File: src/rtl/lfsr_pkg.sv
// Shared types and constants for the round-robin LFSR controller.
// The step function lives here so the LFSR register and any future user agree on it.
package lfsr_pkg;

  localparam int LFSR_W = 4;
  localparam logic [LFSR_W-1:0] LFSR_SEED_DEF = 4'b0001;
  // x^4 + x^3 + 1: feedback is q[3] ^ q[0]
  localparam logic [LFSR_W-1:0] LFSR_TAP_MASK = 4'b1001;

  typedef enum logic {
    IDLE = 1'b0,
    RUN  = 1'b1
  } state_e;

  function automatic logic [LFSR_W-1:0] lfsr_step(input logic [LFSR_W-1:0] q);
    return {^(q & LFSR_TAP_MASK), q[LFSR_W-1:1]};
  endfunction

endpackage

File: src/rtl/lfsr4_ld.sv
// Loadable, enabled 4-bit Fibonacci LFSR register.
// A load wins over a shift; next is the combinational successor of q.
module lfsr4_ld
  import lfsr_pkg::*;
(
  input  logic              clk,
  input  logic              rst_n,
  input  logic              en,
  input  logic              ld,
  input  logic [LFSR_W-1:0] ld_val,
  output logic [LFSR_W-1:0] q,
  output logic [LFSR_W-1:0] next
);

  assign next = lfsr_step(q);

  always_ff @(posedge clk or negedge rst_n) begin
    if (!rst_n) begin
      q <= LFSR_SEED_DEF;
    end else if (ld) begin
      q <= ld_val;
    end else if (en) begin
      q <= next;
    end
  end

endmodule

File: src/rtl/lfsr_rr_ctrl.sv
// Round-robin controller sharing one LFSR between two requesters.
// Valid/grant handshake: a requester holds its level request until its one-cycle grant pulse; data_o is fresh only while valid_o is high.
module lfsr_rr_ctrl
  import lfsr_pkg::*;
#(
  parameter int STEPS = 4,
  parameter int CNT_W = 4
) (
  input  logic              clk,
  input  logic              rst_n,
  input  logic              seed_we_i,
  input  logic [LFSR_W-1:0] seed_i,
  input  logic              req0_i,
  input  logic              req1_i,
  output logic              gnt0_o,
  output logic              gnt1_o,
  output logic              valid_o,
  output logic [LFSR_W-1:0] data_o,
  output logic              busy_o,
  output logic              seed_err_o
);

  state_e             state_q, state_d;
  logic [CNT_W-1:0]   cnt_q, cnt_d;
  logic               owner_q, owner_d;
  logic               last_owner_q, last_owner_d;
  logic [LFSR_W-1:0]  data_d;
  logic               valid_d, gnt0_d, gnt1_d, busy_d, seed_err_d;

  logic               lfsr_en, lfsr_ld;
  logic [LFSR_W-1:0]  lfsr_ld_val;
  logic [LFSR_W-1:0]  lfsr_q, lfsr_nxt;

  // A zero seed would lock the LFSR, so it is remapped to the default.
  assign lfsr_ld_val = (seed_i == '0) ? LFSR_SEED_DEF : seed_i;

  lfsr4_ld u_lfsr (
    .clk    (clk),
    .rst_n  (rst_n),
    .en     (lfsr_en),
    .ld     (lfsr_ld),
    .ld_val (lfsr_ld_val),
    .q      (lfsr_q),
    .next   (lfsr_nxt)
  );

  always_comb begin
    state_d      = state_q;
    cnt_d        = cnt_q;
    owner_d      = owner_q;
    last_owner_d = last_owner_q;
    data_d       = data_o;
    valid_d      = 1'b0;
    gnt0_d       = 1'b0;
    gnt1_d       = 1'b0;
    busy_d       = busy_o;
    seed_err_d   = 1'b0;
    lfsr_en      = 1'b0;
    lfsr_ld      = 1'b0;
    case (state_q)
      IDLE: begin
        if (seed_we_i) begin
          lfsr_ld = 1'b1;
        end else if (!valid_o && (req0_i || req1_i)) begin
          // Masking on valid_o keeps the just-granted requester from winning again.
          owner_d = (req0_i && req1_i) ? ~last_owner_q : req1_i;
          cnt_d   = CNT_W'(STEPS - 1);
          state_d = RUN;
          busy_d  = 1'b1;
        end
      end
      RUN: begin
        lfsr_en    = 1'b1;
        seed_err_d = seed_we_i;
        if (cnt_q != '0) begin
          cnt_d = cnt_q - CNT_W'(1);
        end else begin
          data_d       = lfsr_nxt;
          valid_d      = 1'b1;
          gnt0_d       = ~owner_q;
          gnt1_d       = owner_q;
          last_owner_d = owner_q;
          busy_d       = 1'b0;
          state_d      = IDLE;
        end
      end
      default: state_d = IDLE;
    endcase
  end

  always_ff @(posedge clk or negedge rst_n) begin
    if (!rst_n) begin
      state_q      <= IDLE;
      cnt_q        <= '0;
      owner_q      <= 1'b0;
      last_owner_q <= 1'b1;
      data_o       <= '0;
      valid_o      <= 1'b0;
      gnt0_o       <= 1'b0;
      gnt1_o       <= 1'b0;
      busy_o       <= 1'b0;
      seed_err_o   <= 1'b0;
    end else begin
      state_q      <= state_d;
      cnt_q        <= cnt_d;
      owner_q      <= owner_d;
      last_owner_q <= last_owner_d;
      data_o       <= data_d;
      valid_o      <= valid_d;
      gnt0_o       <= gnt0_d;
      gnt1_o       <= gnt1_d;
      busy_o       <= busy_d;
      seed_err_o   <= seed_err_d;
    end
  end

endmodule

File: config.mk
export PLATFORM = sky130hd
export DESIGN_NAME = lfsr_rr_ctrl
export DESIGN_NICKNAME = d
export VERILOG_FILES = /design/src/rtl/lfsr_pkg.sv /design/src/rtl/lfsr4_ld.sv /design/src/rtl/lfsr_rr_ctrl.sv
export SDC_FILE = /design/constraint.sdc
export NUM_CORES = 1
export LEC_CHECK = 0
export BUFFER_PORTS_ARGS = -buffer_cell sky130_fd_sc_hd__buf_2
export CORE_UTILIZATION = 50
export DETAILED_ROUTE_END_ITERATION = 8
export HOLD_SLACK_MARGIN = 0.08
export PLACE_DENSITY_LB_ADDON = 0.12
export SYNTH_ARGS = -nofsm -noshare
export SYNTH_HDL_FRONTEND = slang
export SYNTH_HIERARCHICAL = 1
export SYNTH_SLANG_ARGS = --single-unit
File: constraint.sdc
create_clock -name clk -period 3.6 [get_ports clk]
set_input_delay 0.36 -clock clk [delete_from_list [all_inputs] [get_ports clk]]
set_output_delay 0.36 -clock clk [all_outputs]
set_load 0.01 [all_outputs]
==> results of run 1 <==
[worst max-delay path by stage]
stage                         start              endpoint  slack (ns)  depth (start not counted)
2_1_floorplan  cnt_q[0]$_DFFE_PN0P_     state_q$_DFF_PN0_        2.05                          5
3_3_place_gp      state_q$_DFF_PN0_  cnt_q[3]$_DFFE_PN0P_        1.98                          3
3_5_place_dp      state_q$_DFF_PN0_  cnt_q[3]$_DFFE_PN0P_        1.94                          3
4_1_cts           state_q$_DFF_PN0_  cnt_q[3]$_DFFE_PN0P_        1.91                          3
5_1_grt           state_q$_DFF_PN0_  cnt_q[3]$_DFFE_PN0P_        1.81                          3
6_report          state_q$_DFF_PN0_  cnt_q[3]$_DFFE_PN0P_        1.90                          3
[stage by stage]
step / cells / worst slack [ns] / hold slack (ns) / area (um^2)
final: 121 / 1.901 / 0.2906 / 1036
after global routing: 121 / 1.811 / 0.3044 / 1036
after floorplan: 80 / 2.046 / 0.06441 / 898.4
after global placement: 116 / 1.980 / 0.3271 / 989.7
after detailed placement: 116 / 1.942 / 0.3251 / 989.7
after CTS: 121 / 1.914 / 0.2843 / 1036
[sequential cells by signal, indices dropped and copies added (netlist names)]
signal        flops
state_q           1
gnt0_o            1
valid_o           1
gnt1_o            1
cnt_q             4
last_owner_q      1
busy_o            1
owner_q           1
data_o            4
seed_err_o        1
u_lfsr/q          4
[final cells by class]
cell class	instances	area [um^2]	share of cell area [%]
well taps	24	30.03	2.899
repair buffers	18	95.09	9.179
flip-flops and latches	20	503.0	48.55
clock buffers	4	36.28	3.502
multi-input cells	51	356.6	34.42
inverters	4	15.01	1.449
[metal layers]
metal  track usage, %  vias to the layer above  wire length, um
met5                0                        -                0
met4            7.273                        0               19
met3            3.265                        2               59
met2            27.65                       15              658
met1            24.93                      301              733
li1                 -                      306                -
[worst register-to-register path: stages, from the launching register on]
cell	delay, ns
dfrtp_1	0.62
or4b_1	0.50
or3b_1	0.38
a21oi_2	0.13
[report_power, final]
part	internal (mW)	switching, mW
clock	0.0617	0.0669
sequential	0.328	0.0824
combinational	0.159	0.138
total	0.548	0.287
[repair_timing]
action | 4_1_cts | 5_1_grt
setup endpoints to repair | 0 | 0
endpoints found under the hold margin | 18 | 0
resized for setup | 0 | 0
hold buffers | 1 | 0
==> flow_summary.yaml, run 1 <==
routing:
  vias: 624
  drt-total-wl_um: 1470
  viasPerCell: 5.157
  drt_pass1_iterations: 4
  drt_iter0_drc: 5
  wl_per_cell_um: 12.15
  drc: 0
  postRouteAntennaNets: 0
die:
  die_y_um: 44.39
  fp.coreArea_um2: 1594
  initial_core_util_pct: 56.36
  fp.dieW_um: 44.39
  ioPinCount: 18
  die-area_um2: 1970
  core.rowCount: 14
placement:
  portBuffers: 17
  place.gp.congestion: 0.7104
  hpwl_um: 1060
power_and_ir_drop:
  p_leak_nw: 0.5133
  powerDensity_nw_per_um2: 806.4
  totalPowerFinal_mw: 0.8354
  ir_drop_mv: 0.4867
timing:
  tightestPinTransition_ns: 0.4924
  setup_violations: 0
  grt_setup_unrepaired: "no"
  fin_crit_ns: 1.699
  slew_headroom_pct: 67.11
  slew_violations: 0
  tns_ns: 0
  fin_skew_ns: 0.001308
  post-route-period-util_pct: 47.20
  fmax_mhz: 588.5
  hold_viol: 0
job:
  cap_viol_max_count: 0
critical_path:
  cp.buffers_inverters: 0
  crit_arrival_ns: 1.93
  worstPathRequired_ns: 3.83
  worstSetupPathType: "reg -> reg"
  reg2reg_slack_ns: 1.90
  worstRegToRegCells: 3
  crit_family: "simple AND/OR/NAND/NOR gates"
  cpPeakStageDelay_ns: 0.62
  slowest_stage: "dfrtp_1"
  cp-start-kind: "flip-flop"
  crit_chain: "or4b_1 > or3b_1 > a21oi_2"
  end_kind: "flip-flop"
  rr_startpoint: "state_q$_DFF_PN0_"
  reg2reg_to: "cnt_q[3]$_DFFE_PN0P_"
  critical_path.max_fanout: 14
synth:
  synth_nets: 91
  ys_warn_count: 6
  synthCells: 80
  syn_avg_cell_area_um2: 11.23
  syn_area_um2: 898.4
clock_network:
  tritoncts: "done"
  cts_sinks: 20
  cts_buffers: 3
  htree_levels: 1
  cts_buffer_depth: 2
  cts_root_buffer: "clkbuf_4"
  post_cts_buffers: 0
  clock_latency_ns: 0.30
  clkTransAtPathRegs_ns: 0.11
worst_hold_path:
  hp-start: "seed_i[2]"
  holdCritPathClass: "in -> reg"
  whs_path_depth: 3
  whs_endpoint: "u_lfsr/q[2]$_DFFE_PN0P_"
global_routing:
  grt_pass1_wl_um: 2525
  antenna_found_initial: 0
  grt_max_degree: 21
  overflow: 0
  grt_usage_pct: 17.83
  grt_pass1_vias: 593
final_layout:
  final_common_cell: "dfrtp_1"
  layout_common_cells: "dfrtp_1 (18), buf_2 (17), nand2_1 (8)"
  diodes: 0
  fillCellCount: 133
  finalNetCount: 109
  syn2layout_area_growth_pct: 15.32
  drive_gt1_share_pct: 34.02
  final_util_pct: 64.99
run_status:
  run_status: "complete, no violations"
(Power assumes the default switching activity.)
==> inputs of run 2 (changes only) <==
--- a/config.mk
+++ b/config.mk
@@ -5,8 +5,9 @@
 export SDC_FILE = /design/constraint.sdc
 export NUM_CORES = 1
 export LEC_CHECK = 0
+export ABC_AREA = 1
 export BUFFER_PORTS_ARGS = -buffer_cell sky130_fd_sc_hd__buf_2
-export CORE_UTILIZATION = 50
+export CORE_UTILIZATION = 48
 export DETAILED_ROUTE_END_ITERATION = 8
 export HOLD_SLACK_MARGIN = 0.08
 export PLACE_DENSITY_LB_ADDON = 0.12
==> constraint.sdc (replaced) <==
create_clock -name clk -period 1.4 [get_ports clk]
set_input_delay 0.14 -clock clk [delete_from_list [all_inputs] [get_ports clk]]
set_output_delay 0.14 -clock clk [all_outputs]
set_load 0.01 [all_outputs]
==> run 2 against run 1 <==
Effect of this change:
- via count up 20%
- clock power up 150%
- setup slack worse by 1.8 ns
- critical endpoint is now cnt_q[0]$_DFFE_PN0P_
- highest routed layer unchanged
==> flow_summary.yaml, run 2 <==
critical_path:
  crit_arrival_ns: 1.45
  critical_path.max_fanout: 3
  end_kind: "flip-flop"
  worstPathRequired_ns: 1.59
  cp-start-kind: "flip-flop"
  worstSetupPathType: "reg -> reg"
global_routing:
  grt_pass1_wl_um: 2601
  grt_max_degree: 21
  grt_pass1_vias: 633
  overflow: 0
  grt_usage_pct: 17.13
  antenna_found_initial: 0
placement:
  portBuffers: 17
  place.gp.congestion: 0.7585
  hpwl_um: 1188
  pre_cts_slack_ns: 0.1198
  place_inst: 157
worst_hold_path:
  holdCritPathClass: "in -> reg"
job:
  cap_viol_max_count: 0
timing:
  fin_skew_ns: 0.003124
  fin_crit_ns: 1.256
  tightestPinTransition_ns: 0.4276
  slew_headroom_pct: 71.49
  slew_violations: 0
  setup_violations: 0
  fmax_mhz: 795.9
  hold_viol: 0
  grt_setup_unrepaired: "no"
  final.setup.worst_slack_ns: 0.1436
  tns_ns: 0
  post-route-period-util_pct: 89.74
routing:
  drt_pass1_iterations: 4
  wl_per_cell_um: 9.651
  drc: 0
  viasPerCell: 4.512
  drt_iter0_drc: 21
  drt-total-wl_um: 1602
  vias: 749
  postRouteAntennaNets: 0
final_layout:
  syn2layout_area_growth_pct: 20.76
  layout_common_cells: "nand2_1 (40), dfrtp_1 (18), buf_2 (17)"
  drive_gt1_share_pct: 28.06
  diodes: 0
  fillCellCount: 176
  finalNetCount: 151
  final_cells: 166
  biggestRegsByFlops: "cnt_q (4), data_o (4), u_lfsr/q (4)"
  final_common_cell: "nand2_1"
die:
  ioPinCount: 18
  die_y_um: 47.38
  fp.coreArea_um2: 1942
  core.rowCount: 16
  die-area_um2: 2245
  initial_core_util_pct: 50.90
  fp.dieW_um: 47.38
synth:
  syn_area_um2: 988.4
  ys_warn_count: 6
  synth_nets: 125
  synthCells: 114
  syn_avg_cell_area_um2: 8.671
clock_network:
  cts_buffers: 3
  htree_levels: 1
  clock_latency_ns: 0.29
  clkTransAtPathRegs_ns: 0.11
  tritoncts: "done"
  cts_buffer_depth: 2
  cts_sinks: 20
  cts_root_buffer: "clkbuf_4"
power_and_ir_drop:
  powerDensity_nw_per_um2: 2053
  ir_drop_mv: 1.081
  p_leak_nw: 0.6684
run_status:
  run_status: "complete, no violations"
-- run 2: cell types whose count changed in the layout (fill, tap and decap cells not counted), moves of 3 or more --
cell	previous run	this run
nand2_1	8	40
inv_1	4	14
nand3_1	3	10
mux2_2	5	0
nor2_1	3	8
buf_4	0	4
dlygate4sd3_1	1	4
mux2i_1	3	0
o21ai_0	4	1
-- run 2: per-layer routing --
layer | share of wire, % | vias to the layer above | track usage (%)
met4 | 0.81 | 0 | 6.857
li1 | - | 402 | -
met3 | 3.7 | 2 | 4.615
met2 | 47 | 17 | 25.48
met5 | 0 | - | 0
met1 | 48 | 328 | 23.61
-- run 2: metrics by stage --
stage	hold WS [ns]	area, um^2	power [mW]	util (%)
2_1_floorplan	-0.1556	988.4	1.837	-
3_3_place_gp	0.1071	1107	2.085	57.02
3_5_place_dp	0.1101	1107	2.126	57.02
4_1_cts	0.1282	1184	2.470	60.95
5_1_grt	0.1392	1194	2.722	61.47
6_report	0.1440	1194	2.451	61.47
-- run 2: final timing paths --
path / slack, ns / depth (start not counted) / start / end
worst max-delay path: 0.14 / 7 / cnt_q[0]$_DFFE_PN0P_ / cnt_q[0]$_DFFE_PN0P_
worst min-delay path: 0.14 / 4 / seed_i[0] / u_lfsr/q[0]$_DFFE_PN1P_
worst max register to register: 0.14 / 7 / cnt_q[0]$_DFFE_PN0P_ / cnt_q[0]$_DFFE_PN0P_
worst min register to register: 0.46 / 1 / owner_q$_DFFE_PN0P_ / gnt0_o$_DFF_PN0_
max in group asynchronous: 0.75 / 2 / rst_n / u_lfsr/q[0]$_DFFE_PN1P_
min in group asynchronous: 0.32 / 2 / rst_n / gnt0_o$_DFF_PN0_
-- run 2: cell type report --
class	count	area, um^2	area share, %
Clock buffer	4	36.28	3.040
Sequential cell	20	503.0	42.14
Multi-Input combinational cell	74	400.4	33.54
Tap cell	27	33.78	2.830
Timing Repair Buffer	25	155.1	13.00
Inverter	16	65.06	5.451
-- run 2: worst max-delay path, stage by stage, from the launching register on --
cell and delay (ns):
dfrtp_1 0.41, inv_1 0.09, ha_2 0.21, nand3_4 0.11, nand2_1 0.14, nand2_2 0.08
nand2_1 0.07, nand2_1 0.05
-- run 2: timing repair --
item                                   CTS  global route
resized for setup                        0             1
setup buffers                            0             1
setup endpoints to repair                0             5
hold buffers                             4             0
endpoints found under the hold margin   21             0
-- run 2: where the power goes --
part	leakage [nW]	total [mW]	internal [mW]	switching (mW)
combinational	0.402	1.14	0.471	0.665
sequential	0.246	0.994	0.838	0.155
clock	0.0210	0.322	0.158	0.164
total	0.668	2.45	1.47	0.984
